<file path="src/rtl/jk_bank_arbiter.sv">
// Round-robin arbiter that sequences hold/reset/set/toggle commands onto a shared jk-cell bank.
// Define JK_VERIFY_EN to add the SETTLE read-back compare and the sticky ERR flag.
module jk_bank_arbiter #(
    parameter int NREQ  = 4,
    parameter int WIDTH = 8
) (
    input  logic                     CLK,
    input  logic                     RST,
    input  logic [NREQ-1:0]          REQ,
    input  logic [2*NREQ-1:0]        OP,
    input  logic [WIDTH*NREQ-1:0]    MASK,
    output logic [NREQ-1:0]          ACK,
    output logic [$clog2(NREQ)-1:0]  GNT_ID,
    output logic                     BUSY,
    output logic [WIDTH-1:0]         J,
    output logic [WIDTH-1:0]         K,
    input  logic [WIDTH-1:0]         Q_IN,
    output logic                     ERR
);
    localparam int IDW = $clog2(NREQ);

    localparam logic [1:0] S_IDLE   = 2'd0;
    localparam logic [1:0] S_ISSUE  = 2'd1;
    localparam logic [1:0] S_SETTLE = 2'd2;
    localparam logic [1:0] S_DONE   = 2'd3;

    logic [1:0]       state_q, state_d;
    logic [IDW-1:0]   ptr_q, ptr_d;
    logic [IDW-1:0]   gnt_q, gnt_d;
    logic [1:0]       op_q, op_d;
    logic [WIDTH-1:0] mask_q, mask_d;
    logic [WIDTH-1:0] snap_q, snap_d;
    logic [WIDTH-1:0] j_q, j_d;
    logic [WIDTH-1:0] k_q, k_d;
    logic [NREQ-1:0]  ack_q, ack_d;
    logic             busy_q, busy_d;

    logic             hi_vld;
    logic [IDW-1:0]   hi_id, any_id, pick_id;
    logic [1:0]       req_op;
    logic [WIDTH-1:0] req_mask;

    // Lowest requester at or above the pointer wins; otherwise wrap to the lowest overall.
    always_comb begin
        hi_vld = 1'b0;
        hi_id  = '0;
        any_id = '0;
        for (int i = NREQ - 1; i >= 0; i--) begin
            if (REQ[i]) begin
                any_id = IDW'(i);
                if (IDW'(i) >= ptr_q) begin
                    hi_vld = 1'b1;
                    hi_id  = IDW'(i);
                end
            end
        end
        pick_id = hi_vld ? hi_id : any_id;
    end

    always_comb begin
        req_op   = '0;
        req_mask = '0;
        for (int i = 0; i < NREQ; i++) begin
            if (IDW'(i) == pick_id) begin
                req_op   = OP[2*i +: 2];
                req_mask = MASK[WIDTH*i +: WIDTH];
            end
        end
    end

    always_comb begin
        state_d = state_q;
        ptr_d   = ptr_q;
        gnt_d   = gnt_q;
        op_d    = op_q;
        mask_d  = mask_q;
        snap_d  = snap_q;
        j_d     = '0;
        k_d     = '0;
        ack_d   = '0;
        case (state_q)
            S_IDLE: begin
                if (|REQ) begin
                    state_d = S_ISSUE;
                    gnt_d   = pick_id;
                    op_d    = req_op;
                    mask_d  = req_mask;
                    snap_d  = Q_IN;
                    // OP bit 1 drives J, bit 0 drives K: 01 reset, 10 set, 11 toggle.
                    j_d     = req_op[1] ? req_mask : '0;
                    k_d     = req_op[0] ? req_mask : '0;
                end
            end
            S_ISSUE: begin
`ifdef JK_VERIFY_EN
                state_d = S_SETTLE;
`else
                state_d = S_DONE;
                ack_d[gnt_q] = 1'b1;
`endif
            end
            S_SETTLE: begin
                state_d = S_DONE;
                ack_d[gnt_q] = 1'b1;
            end
            S_DONE: begin
                state_d = S_IDLE;
                ptr_d   = (gnt_q == IDW'(NREQ - 1)) ? '0 : gnt_q + 1'b1;
            end
            default: state_d = S_IDLE;
        endcase
        busy_d = (state_d != S_IDLE);
    end

    always_ff @(posedge CLK or posedge RST) begin
        if (RST) begin
            state_q <= S_IDLE;
            ptr_q   <= '0;
            gnt_q   <= '0;
            op_q    <= '0;
            mask_q  <= '0;
            snap_q  <= '0;
            j_q     <= '0;
            k_q     <= '0;
            ack_q   <= '0;
            busy_q  <= 1'b0;
        end else begin
            state_q <= state_d;
            ptr_q   <= ptr_d;
            gnt_q   <= gnt_d;
            op_q    <= op_d;
            mask_q  <= mask_d;
            snap_q  <= snap_d;
            j_q     <= j_d;
            k_q     <= k_d;
            ack_q   <= ack_d;
            busy_q  <= busy_d;
        end
    end

`ifdef JK_VERIFY_EN
    logic [WIDTH-1:0] exp_q, exp_d;
    logic             err_q, err_d;

    always_comb begin
        exp_d = exp_q;
        err_d = err_q;
        if (state_q == S_ISSUE) begin
            case (op_q)
                2'b01:   exp_d = snap_q & ~mask_q;
                2'b10:   exp_d = snap_q | mask_q;
                2'b11:   exp_d = snap_q ^ mask_q;
                default: exp_d = snap_q;
            endcase
        end
        if (state_q == S_SETTLE && Q_IN != exp_q) begin
            err_d = 1'b1;
        end
    end

    always_ff @(posedge CLK or posedge RST) begin
        if (RST) begin
            exp_q <= '0;
            err_q <= 1'b0;
        end else begin
            exp_q <= exp_d;
            err_q <= err_d;
        end
    end

    assign ERR = err_q;
`else
    // Command fields and snapshot only feed the read-back compare, which is absent here.
    logic unused_latched;
    assign unused_latched = ^{snap_q, op_q, mask_q};
    assign ERR = 1'b0;
`endif

    assign ACK    = ack_q;
    assign GNT_ID = gnt_q;
    assign BUSY   = busy_q;
    assign J      = j_q;
    assign K      = k_q;
endmodule

</file>
<file path="config.mk">
export PLATFORM = sky130hd
export DESIGN_NAME = jk_bank_arbiter
export DESIGN_NICKNAME = d
export VERILOG_FILES = /design/src/rtl/jk_bank_arbiter.sv
export SDC_FILE = /design/constraint.sdc
export NUM_CORES = 1
export LEC_CHECK = 0
export BUFFER_PORTS_ARGS = -buffer_cell sky130_fd_sc_hd__clkbuf_2
export CORE_MARGIN = 8
export CORE_UTILIZATION = 30
export DETAILED_ROUTE_END_ITERATION = 10
export PLACE_DENSITY = 0.63
export SLEW_MARGIN = 25
export SYNTH_ARGS = -nofsm -noshare
export SYNTH_HDL_FRONTEND = slang
export SYNTH_SLANG_ARGS = --single-unit
</file>
<file path="constraint.sdc">
create_clock -name CLK -period 3.5 [get_ports CLK]
set_input_delay 0.525 -clock CLK [delete_from_list [all_inputs] [get_ports CLK]]
set_output_delay 0.525 -clock CLK [all_outputs]
set_load 0.03 [all_outputs]
</file>
==> results of run 1 <==
[registers in the layout, indices dropped and copies added, names as in the netlist]
signal   cells
BUSY         1
ACK          4
GNT_ID       2
ptr_q        2
J            8
K            8
state_q      2
[how the worst max path moves through the flow]
stage	start	to	slack, ps
CTS	ptr_q[1]$_DFFE_PP0N_	K[0]$_DFF_PP0_	1210
finish	ptr_q[1]$_DFFE_PP0N_	K[0]$_DFF_PP0_	1180
detailed placement	REQ[3]	K[0]$_DFF_PP0_	1020
global placement	REQ[3]	K[0]$_DFF_PP0_	1050
floorplan	REQ[3]	J[6]$_DFF_PP0_	1470
global route	ptr_q[1]$_DFFE_PP0N_	K[0]$_DFF_PP0_	980
[critical path, delay by kind of cell (launching register included)]
family                 cells  cell delay, ps
AOI/OAI and AO/OA          4            1080
DFF                        1             540
and+or+nand+nor            2             320
buffers and inverters      1             290
[cell type report]
cell class | count | area, um2 | area share [%]
multi-input cells | 112 | 806 | 40.3
inverters | 10 | 37.5 | 1.88
clock inverters | 1 | 5.00 | 0.250
well taps | 70 | 87.6 | 4.38
flip-flops and latches | 27 | 676 | 33.8
repair buffers | 69 | 348 | 17.4
clock buffers | 3 | 41.3 | 2.06
[Yosys cell counts, drive strengths merged (2+ instances only)]
| cell type | number |
|---|---|
| or3 | 6 |
| and2 | 5 |
| a2bb2oi | 6 |
| dfrtp | 27 |
| ha | 7 |
| o21ai | 15 |
| nor2b | 2 |
| a21oi | 10 |
| a221oi | 3 |
| nand2 | 11 |
| clkbuf | 2 |
| nor2 | 12 |
| o211ai | 2 |
| inv | 10 |
| o2bb2ai | 2 |
| buf | 5 |
| a211oi | 2 |
| o22ai | 12 |
| o211a | 2 |
[cells by family after synthesis]
kind of cell             after synthesis  share of synthesized area, %
adder cells (fa/ha/maj)                7                          5.60
buffers and inverters                 17                          5.20
flip-flops                            27                          43.2
multiplexers                           2                          1.36
AND/OR/NAND/NOR                       43                          14.4
other                                  1                         0.240
AO/OA/AOI/OAI                         59                          29.9
[where the power goes]
part | internal [mW] | switching (mW)
Combinational | 0.286 | 0.522
Clock | 0.0797 | 0.0969
Sequential | 0.401 | 0.0632
[per-stage QoR]
stage	util [%]	cells	setup slack [ps]
6_report	39.4	292	1180
5_1_grt	39.4	292	979
4_1_cts	39.4	292	1210
3_5_place_dp	38.5	288	1020
3_3_place_gp	38.5	288	1050
2_1_floorplan	-	156	1470
[per-layer routing]
layer  track usage, %  up-vias  part of all wire (%)
met5                0        -                     0
met4             2.76        0                  0.75
met3             2.53        2                   8.8
met2             18.0       48                    45
met1             15.9      679                    45
li1                 -      700                     -
==> reports/summary.log, run 1 <==
INFO  timing         final.period_utilization=66.4%
INFO  placement      place_area=1950um2
INFO  timing         clock.fmax=430MHz
INFO  critical_path  worst-r2r-cell-count=7
INFO  cells_and_area syn_to_final_growth=28.0%
INFO  timing         finalWorstPathRequiredPeriod=2320ps
INFO  placement      dpl.hpwl=3630um
INFO  floorplan      chipWidth=88.2um
INFO  critical_path  data_required_time_at_the_worst_endpoint=3670ps
INFO  timing         setup-violations-final=0
INFO  detailed_routing dr.pass1.iters=4
INFO  global_route   grt_pass1_wl=7090um
INFO  power          leakagePower=1.00nW
INFO  min_path       worst_hold_path_type=in2async
INFO  detailed_routing drt_first_iter_violations=101
INFO  detailed_routing drt-wirelength-per-cell=15.6um
INFO  floorplan      io_pins=78
INFO  cells_and_area post-route-cell-area=2000um2
INFO  floorplan      fp.dieArea=7770um2
INFO  global_route   overflow=0
INFO  cells_and_area fillers=539
INFO  clocking       clock_insertion_delay_worst_skew=270ps
INFO  job            drv_cap=0
INFO  clocking       clock_sinks=27
INFO  detailed_routing route.final.wire_length=4540um
INFO  cells_and_area layout_commonest_cell=sky130_fd_sc_hd__clkbuf_2
INFO  clocking       cts-htree-levels=1
INFO  timing         worst_slew_pin_slew=645ps
INFO  detailed_routing via_per_inst=4.89
INFO  global_route   largest_net_degree_at_the_start_of_global_routing=28
INFO  critical_path  timing.rr.start=ptr_q[1]$_DFFE_PP0N_
INFO  clocking       cts_post_setup_buffers_inserted=0
INFO  critical_path  crit_fanout=11
INFO  critical_path  critical_path.startpoint_type=register
INFO  floorplan      die_span_y=88.2um
INFO  synthesis      ys_warn_count=0
INFO  detailed_routing drc=0
INFO  clocking       cts_tree=done
INFO  detailed_routing final_antenna_net_count=0
INFO  power          fin_total_pwr=1.45mW
INFO  global_route   grt_use_total=11.6%
INFO  floorplan      row_count=26
INFO  detailed_routing routed-via-count=1429
INFO  power          power_density=724nW/um2
INFO  global_route   first_global_vias=1432
INFO  synthesis      synth_seq_area_share=43.2%
INFO  timing         worst_case_headroom_to_the_max_slew_limit=57.0%
INFO  timing         rsz0062_at_grt=no
INFO  timing         hold_violations=0
INFO  critical_path  cp.arrival=2500ps
INFO  synthesis      synth.top_cell.area_share=43.2%
INFO  floorplan      floorplan.initialDensity=30.8%
INFO  cells_and_area drive_gt1_share=40.1%
INFO  critical_path  r2r_slack=1180ps
INFO  clocking       hold_fix_buffer_count_after_cts=0
INFO  floorplan      design.core.area=5070um2
INFO  synthesis      post_synth.cell_area_avg=10.0um2
INFO  critical_path  r2r-end=K[0]$_DFF_PP0_
INFO  synthesis      synth_top_flop_cell=sky130_fd_sc_hd__dfrtp_1
INFO  critical_path  max_stage_delay=540ps
INFO  cells_and_area antenna-diode-count=0
INFO  placement      numPortBuffers=68
INFO  clocking       cts_buffers=3
INFO  synthesis      postSynth.asyncResetShare=100%
INFO  status         result_of_the_run=finished, final reports clean
INFO  timing         setup_total_negative_slack=0ps
INFO  critical_path  crit_chain=nand2b_1, a21oi_1, a221oi_1, buf_4, or3b_1, o211ai_2, a221oi_2
INFO  clocking       ctsRootBufferMaster=sky130_fd_sc_hd__clkbuf_8
INFO  synthesis      ys_seq_elements=27
INFO  synthesis      synth.net_count=217
INFO  synthesis      synthDominantAreaCellType=sky130_fd_sc_hd__dfrtp_1
INFO  critical_path  crit_slowest_cell=sky130_fd_sc_hd__dfrtp_1
INFO  critical_path  crit_type=reg2reg
INFO  global_route   antenna_found_initial=0
INFO  critical_path  crit_path_end_kind=register
INFO  timing         number_of_max_slew_violations_in_the_final_report=0
INFO  power          vdd_ir_drop_max=0.249mV
INFO  clocking       clock_transition_at_the_registers_of_the_reported_paths=100ps
INFO  clocking       max-clock-path-buffers=2
INFO  synthesis      netlist_area=1560um2
INFO  placement      gp_routability_congestion=0.799
INFO  timing         clock_tree_skew_after_final_layout=5.40ps
INFO  synthesis      synth_enable_flop_cells=0
INFO  cells_and_area layout.cells.most_common_list=sky130_fd_sc_hd__clkbuf_2 (68), sky130_fd_sc_hd__dfrtp_1 (27), sky130_fd_sc_hd__o21ai_0 (14)
INFO  cells_and_area final_net_count=284
INFO  synthesis      synth.top_cells.by_area=sky130_fd_sc_hd__dfrtp_1 (43%), sky130_fd_sc_hd__ha_1 (5.6%), sky130_fd_sc_hd__o22ai_1 (4.8%)
INFO  synthesis      syn-instance-count=156
INFO  timing         final.hold.worst_slack=283ps
INFO  clocking       post_cts.resized_instances=0
INFO  synthesis      number_of_distinct_library_cells_after_synthesis=42
(Power assumes the default switching activity.)
==> run 2: changes to the inputs <==
==> constraint.sdc (replaced) <==
create_clock -name CLK -period 2.15 [get_ports CLK]
set_input_delay 0.3225 -clock CLK [delete_from_list [all_inputs] [get_ports CLK]]
set_output_delay 0.3225 -clock CLK [all_outputs]
set_load 0.03 [all_outputs]
==> reports/summary.log, run 2 (same netlist as run 1, synthesis figures left out) <==
INFO  cells_and_area final_net_count=291 [was 284]
INFO  detailed_routing drt_first_iter_violations=100 [was 101]
INFO  clocking       cts_post_setup_buffers_inserted=0 [unchanged]
INFO  detailed_routing drc=0 [unchanged]
INFO  floorplan      floorplan.initialDensity=30.8% [unchanged]
INFO  cells_and_area layout.core_utilization=41.0% [was 39.4%]
INFO  clocking       ctsRootBufferMaster=sky130_fd_sc_hd__clkbuf_8 [unchanged]
INFO  floorplan      chipWidth=88.2um [unchanged]
INFO  global_route   grt_pass1_wl=7160um [was 7090 um]
INFO  timing         final.period_utilization=94.7% [was 66.4%]
INFO  power          power_density=1170nW/um2 [was 724 nW/um2]
INFO  detailed_routing via_per_inst=4.90 [was 4.89]
INFO  timing         clock_tree_skew_after_final_layout=5.18ps [was 5.40 ps]
INFO  timing         number_of_max_slew_violations_in_the_final_report=0 [unchanged]
INFO  floorplan      row_count=26 [unchanged]
INFO  floorplan      fp.dieArea=7770um2 [unchanged]
INFO  timing         setup_total_negative_slack=0ps [unchanged]
INFO  timing         setup-violations-final=0 [unchanged]
INFO  timing         rsz0062_at_grt=no [unchanged]
INFO  global_route   overflow=0 [unchanged]
INFO  clocking       cts_buffers=3 [unchanged]
INFO  floorplan      design.core.area=5070um2 [unchanged]
INFO  timing         hold_violations=0 [unchanged]
INFO  floorplan      die_span_y=88.2um [unchanged]
INFO  timing         clock.fmax=491MHz [was 430 MHz]
INFO  clocking       clock_transition_at_the_registers_of_the_reported_paths=90ps [was 100 ps]
INFO  cells_and_area layout.cells.most_common_list=sky130_fd_sc_hd__clkbuf_2 (68), sky130_fd_sc_hd__dfrtp_1 (26), sky130_fd_sc_hd__o21ai_0 (14) [was sky130_fd_sc_hd__clkbuf_2 (68), sky130_fd_sc_hd__dfrtp_1 (27), sky130_fd_sc_hd__o21ai_0 (14)]
INFO  critical_path  data_required_time_at_the_worst_endpoint=2330ps [was 3670 ps]
INFO  cells_and_area layout_commonest_cell=sky130_fd_sc_hd__clkbuf_2 [unchanged]
INFO  clocking       cts_tree=done [unchanged]
INFO  cells_and_area antenna-diode-count=0 [unchanged]
INFO  clocking       hold_fix_buffer_count_after_cts=0 [unchanged]
INFO  detailed_routing route.final.wire_length=4530um [was 4540 um]
INFO  placement      gp_routability_congestion=0.793 [was 0.799]
INFO  timing         finalWorstPathRequiredPeriod=2040ps [was 2320 ps]
INFO  global_route   antenna_found_initial=0 [unchanged]
INFO  timing         worst_case_headroom_to_the_max_slew_limit=64.0% [was 57.0%]
INFO  clocking       clock_insertion_delay_worst_skew=270ps [about the same]
INFO  power          leakagePower=1.04nW [was 1.00 nW]
INFO  critical_path  crit_path_end_kind=register [unchanged]
INFO  job            drv_cap=0 [unchanged]
INFO  cells_and_area syn_to_final_growth=33.2% [was 28.0%]
INFO  detailed_routing final_antenna_net_count=0 [unchanged]
INFO  critical_path  critical_path.startpoint_type=register [unchanged]
INFO  cells_and_area drive_gt1_share=41.5% [was 40.1%]
INFO  global_route   largest_net_degree_at_the_start_of_global_routing=28 [unchanged]
INFO  critical_path  cp.arrival=2220ps [was 2500 ps]
INFO  timing         worst_slew_pin_slew=535ps [was 645 ps]
INFO  global_route   first_global_vias=1451 [was 1432]
INFO  detailed_routing dr.pass1.iters=4 [unchanged]
INFO  detailed_routing routed-via-count=1466 [was 1429]
INFO  power          vdd_ir_drop_max=0.371mV [was 0.249 mV]
INFO  clocking       cts-htree-levels=1 [unchanged]
INFO  critical_path  crit_type=reg2reg [unchanged]
INFO  floorplan      io_pins=78 [unchanged]
INFO  critical_path  crit_fanout=7 [was 11]
INFO  placement      dpl.hpwl=3680um [was 3630 um]
INFO  detailed_routing drt-wirelength-per-cell=15.1um [was 15.6 um]
INFO  clocking       clock_sinks=27 [unchanged]
INFO  min_path       worst_hold_path_type=in2async [unchanged]
INFO  clocking       max-clock-path-buffers=2 [unchanged]
INFO  global_route   grt_use_total=11.8% [was 11.6%]
INFO  status         result_of_the_run=finished, final reports clean [unchanged]
INFO  placement      numPortBuffers=68 [unchanged]
[run 2: changes by cell type in the layout (fill, tap and decap cells not counted), sizes merged]
cell / before / now
buf: 1 / 8
clkbuf: 71 / 72
clkinv: 1 / 0
[run 2: final timing paths]
path	slack, ps	startpoint	to	cells after the start
worst max-delay path	110	ptr_q[0]$_DFFE_PP0N_	K[1]$_DFF_PP0_	7
worst min-delay path	80	RST	ACK[0]$_DFF_PP0_	3
worst max register to register	110	ptr_q[0]$_DFFE_PP0N_	K[1]$_DFF_PP0_	7
worst min register to register	590	GNT_ID[1]$_DFFE_PP0P_	GNT_ID[1]$_DFFE_PP0P_	2
max in group asynchronous	1810	RST	ptr_q[1]$_DFFE_PP0N_	3
min in group CLK	450	MASK[17]	J[1]$_DFF_PP0_	4
[run 2: metrics by stage]
| step | setup slack (ps) | area, um2 | hold WS (ps) | power, mW | cells |
|---|---|---|---|---|---|
| global route | 16.0 | 2080 | 111 | 2.63 | 299 |
| floorplan | 324 | 1560 | 375 | 1.74 | 156 |
| global placement | 114 | 2010 | 380 | 2.11 | 295 |
| finish | 113 | 2080 | 77.7 | 2.44 | 299 |
| CTS | 23.0 | 2050 | 89.4 | 2.42 | 299 |
| detailed placement | 58.3 | 2010 | 385 | 2.14 | 295 |
[run 2: repair_timing]
action | in CTS | in global routing
resized for setup | 0 | 4
setup endpoints to repair | 0 | 16
hold endpoints to repair | 0 | 0
[run 2: worst max-delay path: stages (launching register included)]
cell,delay (ps)
sky130_fd_sc_hd__dfrtp_1,470
sky130_fd_sc_hd__and3b_4,230
sky130_fd_sc_hd__a211oi_4,310
sky130_fd_sc_hd__buf_4,190
sky130_fd_sc_hd__a21oi_1,60
sky130_fd_sc_hd__a2bb2oi_1,160
sky130_fd_sc_hd__or3_1,380
sky130_fd_sc_hd__o22ai_1,150
[run 2: final cells by class]
class,instances,area (um2)
flip-flops and latches,27,677
well taps,70,87.6
clock buffers,4,45.0
inverters,10,37.5
fillers,553,2990
repair buffers,76,400
multi-input cells,112,835
[run 2: where the power goes]
| group | switching [mW] | internal (mW) |
|---|---|---|
| Sequential | 0.107 | 0.655 |
| Clock | 0.145 | 0.132 |
| Combinational | 0.877 | 0.519 |
| Total | 1.13 | 1.31 |
[run 2: routing by layer]
| layer | up-vias | track usage, % | wire (um) |
|---|---|---|---|
| met5 | - | 0 | 0 |
| met3 | 4 | 2.91 | 501 |
| met2 | 63 | 17.7 | 1980 |
| li1 | 716 | - | - |
| met1 | 683 | 15.6 | 1980 |
| met4 | 0 | 5.07 | 69 |
==> run 3: changes to the inputs <==
--- a/config.mk
+++ b/config.mk
@@ -9,8 +9,9 @@
 export CORE_MARGIN = 8
 export CORE_UTILIZATION = 30
 export DETAILED_ROUTE_END_ITERATION = 10
+export MAX_ROUTING_LAYER = met4
 export PLACE_DENSITY = 0.63
-export SLEW_MARGIN = 25
+export SLEW_MARGIN = 10
 export SYNTH_ARGS = -nofsm -noshare
 export SYNTH_HDL_FRONTEND = slang
 export SYNTH_SLANG_ARGS = --single-unit
==> constraint.sdc (replaced) <==
create_clock -name CLK -period 2.5 [get_ports CLK]
set_input_delay 0.375 -clock CLK [delete_from_list [all_inputs] [get_ports CLK]]
set_output_delay 0.375 -clock CLK [all_outputs]
set_load 0.03 [all_outputs]
==> reports/summary.log, run 3 (same netlist as run 1, synthesis figures left out) <==
INFO  status         result_of_the_run=finished, final reports clean [unchanged]
INFO  clocking       ctsRootBufferMaster=sky130_fd_sc_hd__clkbuf_8 [unchanged]
INFO  global_route   largest_net_degree_at_the_start_of_global_routing=28 [unchanged]
INFO  cells_and_area drive_gt1_share=40.4% [was 41.5%]
INFO  clocking       cts_buffers=3 [unchanged]
INFO  floorplan      fp.dieArea=7770um2 [unchanged]
INFO  detailed_routing drt_first_iter_violations=91 [was 100]
INFO  placement      numPortBuffers=68 [unchanged]
INFO  floorplan      io_pins=78 [unchanged]
INFO  timing         worst_case_headroom_to_the_max_slew_limit=66.4% [was 64.0%]
INFO  global_route   antenna_found_initial=0 [unchanged]
INFO  detailed_routing route.final.wire_length=4460um [was 4530 um]
INFO  global_route   grt_use_total=11.8% [about the same]
INFO  timing         final.period_utilization=86.1% [was 94.7%]
INFO  placement      dpl.hpwl=3640um [was 3680 um]
INFO  global_route   first_global_vias=1446 [was 1451]
INFO  power          leakagePower=1.02nW [was 1.04 nW]
INFO  cells_and_area post-route-cell-area=2020um2 [was 2080 um2]
INFO  critical_path  crit_fanout=15 [was 7]
INFO  floorplan      design.core.area=5070um2 [unchanged]
INFO  critical_path  crit_path_end_kind=register [unchanged]
INFO  cells_and_area layout.cells.most_common_list=sky130_fd_sc_hd__clkbuf_2 (68), sky130_fd_sc_hd__dfrtp_1 (27), sky130_fd_sc_hd__o21ai_0 (14) [was sky130_fd_sc_hd__clkbuf_2 (68), sky130_fd_sc_hd__dfrtp_1 (26), sky130_fd_sc_hd__o21ai_0 (14)]
INFO  timing         clock.fmax=465MHz [was 491 MHz]
INFO  clocking       post_cts.resized_instances=0 [unchanged]
INFO  timing         clock_tree_skew_after_final_layout=1.70ps [was 5.18 ps]
INFO  detailed_routing routed-via-count=1437 [was 1466]
INFO  clocking       cts-htree-levels=1 [unchanged]
INFO  cells_and_area fillers=541 [was 553]
INFO  timing         number_of_max_slew_violations_in_the_final_report=0 [unchanged]
INFO  critical_path  cp.arrival=2330ps [was 2220 ps]
INFO  placement      gp_routability_congestion=0.872 [was 0.793]
INFO  cells_and_area multi_input_area=806um2 [was 835 um2]
INFO  global_route   grt_pass1_wl=6940um [was 7160 um]
INFO  clocking       cts_tree=done [unchanged]
INFO  clocking       cts_post_setup_buffers_inserted=0 [unchanged]
INFO  floorplan      floorplan.initialDensity=30.8% [unchanged]
INFO  placement      place_area=1980um2 [was 2010 um2]
INFO  power          vdd_ir_drop_max=0.292mV [was 0.371 mV]
INFO  detailed_routing final_antenna_net_count=0 [unchanged]
INFO  critical_path  crit_type=reg2reg [unchanged]
INFO  clocking       hold_fix_buffer_count_after_cts=0 [unchanged]
INFO  floorplan      die_span_y=88.2um [unchanged]
INFO  cells_and_area final-seq-area=676um2 [was 677 um2]
INFO  power          power_density=1010nW/um2 [was 1170 nW/um2]
INFO  clocking       clock_insertion_delay_worst_skew=270ps [about the same]
INFO  clocking       clock_transition_at_the_registers_of_the_reported_paths=90ps [about the same]
INFO  clocking       clock_sinks=27 [unchanged]
INFO  clocking       max-clock-path-buffers=2 [unchanged]
INFO  timing         setup_total_negative_slack=0ps [unchanged]
INFO  cells_and_area layout_commonest_cell=sky130_fd_sc_hd__clkbuf_2 [unchanged]
INFO  detailed_routing drc=0 [unchanged]
INFO  detailed_routing drt-wirelength-per-cell=15.1um [about the same]
INFO  timing         hold_violations=0 [unchanged]
INFO  cells_and_area final_net_count=287 [was 291]
INFO  min_path       worst_hold_path_type=in2async [unchanged]
INFO  floorplan      chipWidth=88.2um [unchanged]
INFO  critical_path  data_required_time_at_the_worst_endpoint=2680ps [was 2330 ps]
INFO  timing         finalWorstPathRequiredPeriod=2150ps [was 2040 ps]
INFO  timing         setup-violations-final=0 [unchanged]
INFO  detailed_routing via_per_inst=4.87 [was 4.90]
INFO  timing         worst_slew_pin_slew=504ps [was 535 ps]
INFO  detailed_routing dr.pass1.iters=4 [unchanged]
INFO  job            drv_cap=0 [unchanged]
INFO  floorplan      row_count=26 [unchanged]
INFO  critical_path  critical_path.startpoint_type=register [unchanged]
INFO  cells_and_area syn_to_final_growth=29.5% [was 33.2%]
INFO  global_route   overflow=0 [unchanged]
INFO  cells_and_area antenna-diode-count=0 [unchanged]
INFO  timing         rsz0062_at_grt=no [unchanged]
-- run 3: routing by layer --
metal	global-route usage, %	vias to the layer above	part of all wire, %
met1	15.4	666	45
li1	-	703	-
met2	17.8	61	45
met4	4.76	0	1.9
met3	1.88	7	7.8
met5	-	-	0
-- run 3: stage by stage --
step | setup WS, ps | utilization (%) | instances | hold WS (ps) | power (mW)
floorplan | 622 | - | 156 | 428 | 1.49
global placement | 311 | 39.0 | 291 | 440 | 1.80
detailed placement | 250 | 39.0 | 291 | 437 | 1.81
CTS | 324 | 39.9 | 295 | 138 | 2.06
global route | 134 | 39.9 | 295 | 167 | 2.19
finish | 348 | 39.9 | 295 | 128 | 2.04
-- run 3: power breakdown --
| part | internal (mW) | switching [mW] | leakage (nW) | total (mW) |
|---|---|---|---|---|
| registers | 0.562 | 0.0842 | 0.357 | 0.646 |
| logic | 0.414 | 0.735 | 0.636 | 1.15 |
| clock network | 0.112 | 0.131 | 0.0255 | 0.243 |
| total | 1.09 | 0.950 | 1.02 | 2.04 |
-- run 3: worst max-delay path, cell delays in order, from the launching register on --
cell and delay (ps):
sky130_fd_sc_hd__dfrtp_1 490, sky130_fd_sc_hd__and4b_1 270, sky130_fd_sc_hd__a31oi_4 290, sky130_fd_sc_hd__nand2_2 260, sky130_fd_sc_hd__or3b_1 260, sky130_fd_sc_hd__o211ai_2 190
sky130_fd_sc_hd__a221oi_2 300
-- run 3: path summary, 6_finish.rpt --
path                                    endpoint             startpoint  cells after the start  slack, ps
min                               K[7]$_DFF_PP0_                    RST                      3        130
min in group CLK                  K[1]$_DFF_PP0_               MASK[17]                      4        490
max                               K[0]$_DFF_PP0_   ptr_q[1]$_DFFE_PP0N_                      6        350
max reg2reg                       K[0]$_DFF_PP0_   ptr_q[1]$_DFFE_PP0N_                      6        350
min reg2reg                GNT_ID[1]$_DFFE_PP0P_  GNT_ID[1]$_DFFE_PP0P_                      2        600
max in group asynchronous         J[3]$_DFF_PP0_                    RST                      3       2120
-- run 3: area by class of cell --
type	instances	area share [%]
Clock buffer	3	2.04
Timing Repair Buffer	72	18.3
Inverter	10	1.86
Multi-Input combinational cell	112	39.8
Sequential cell	27	33.4
Clock inverter	1	0.247
Tap cell	70	4.33
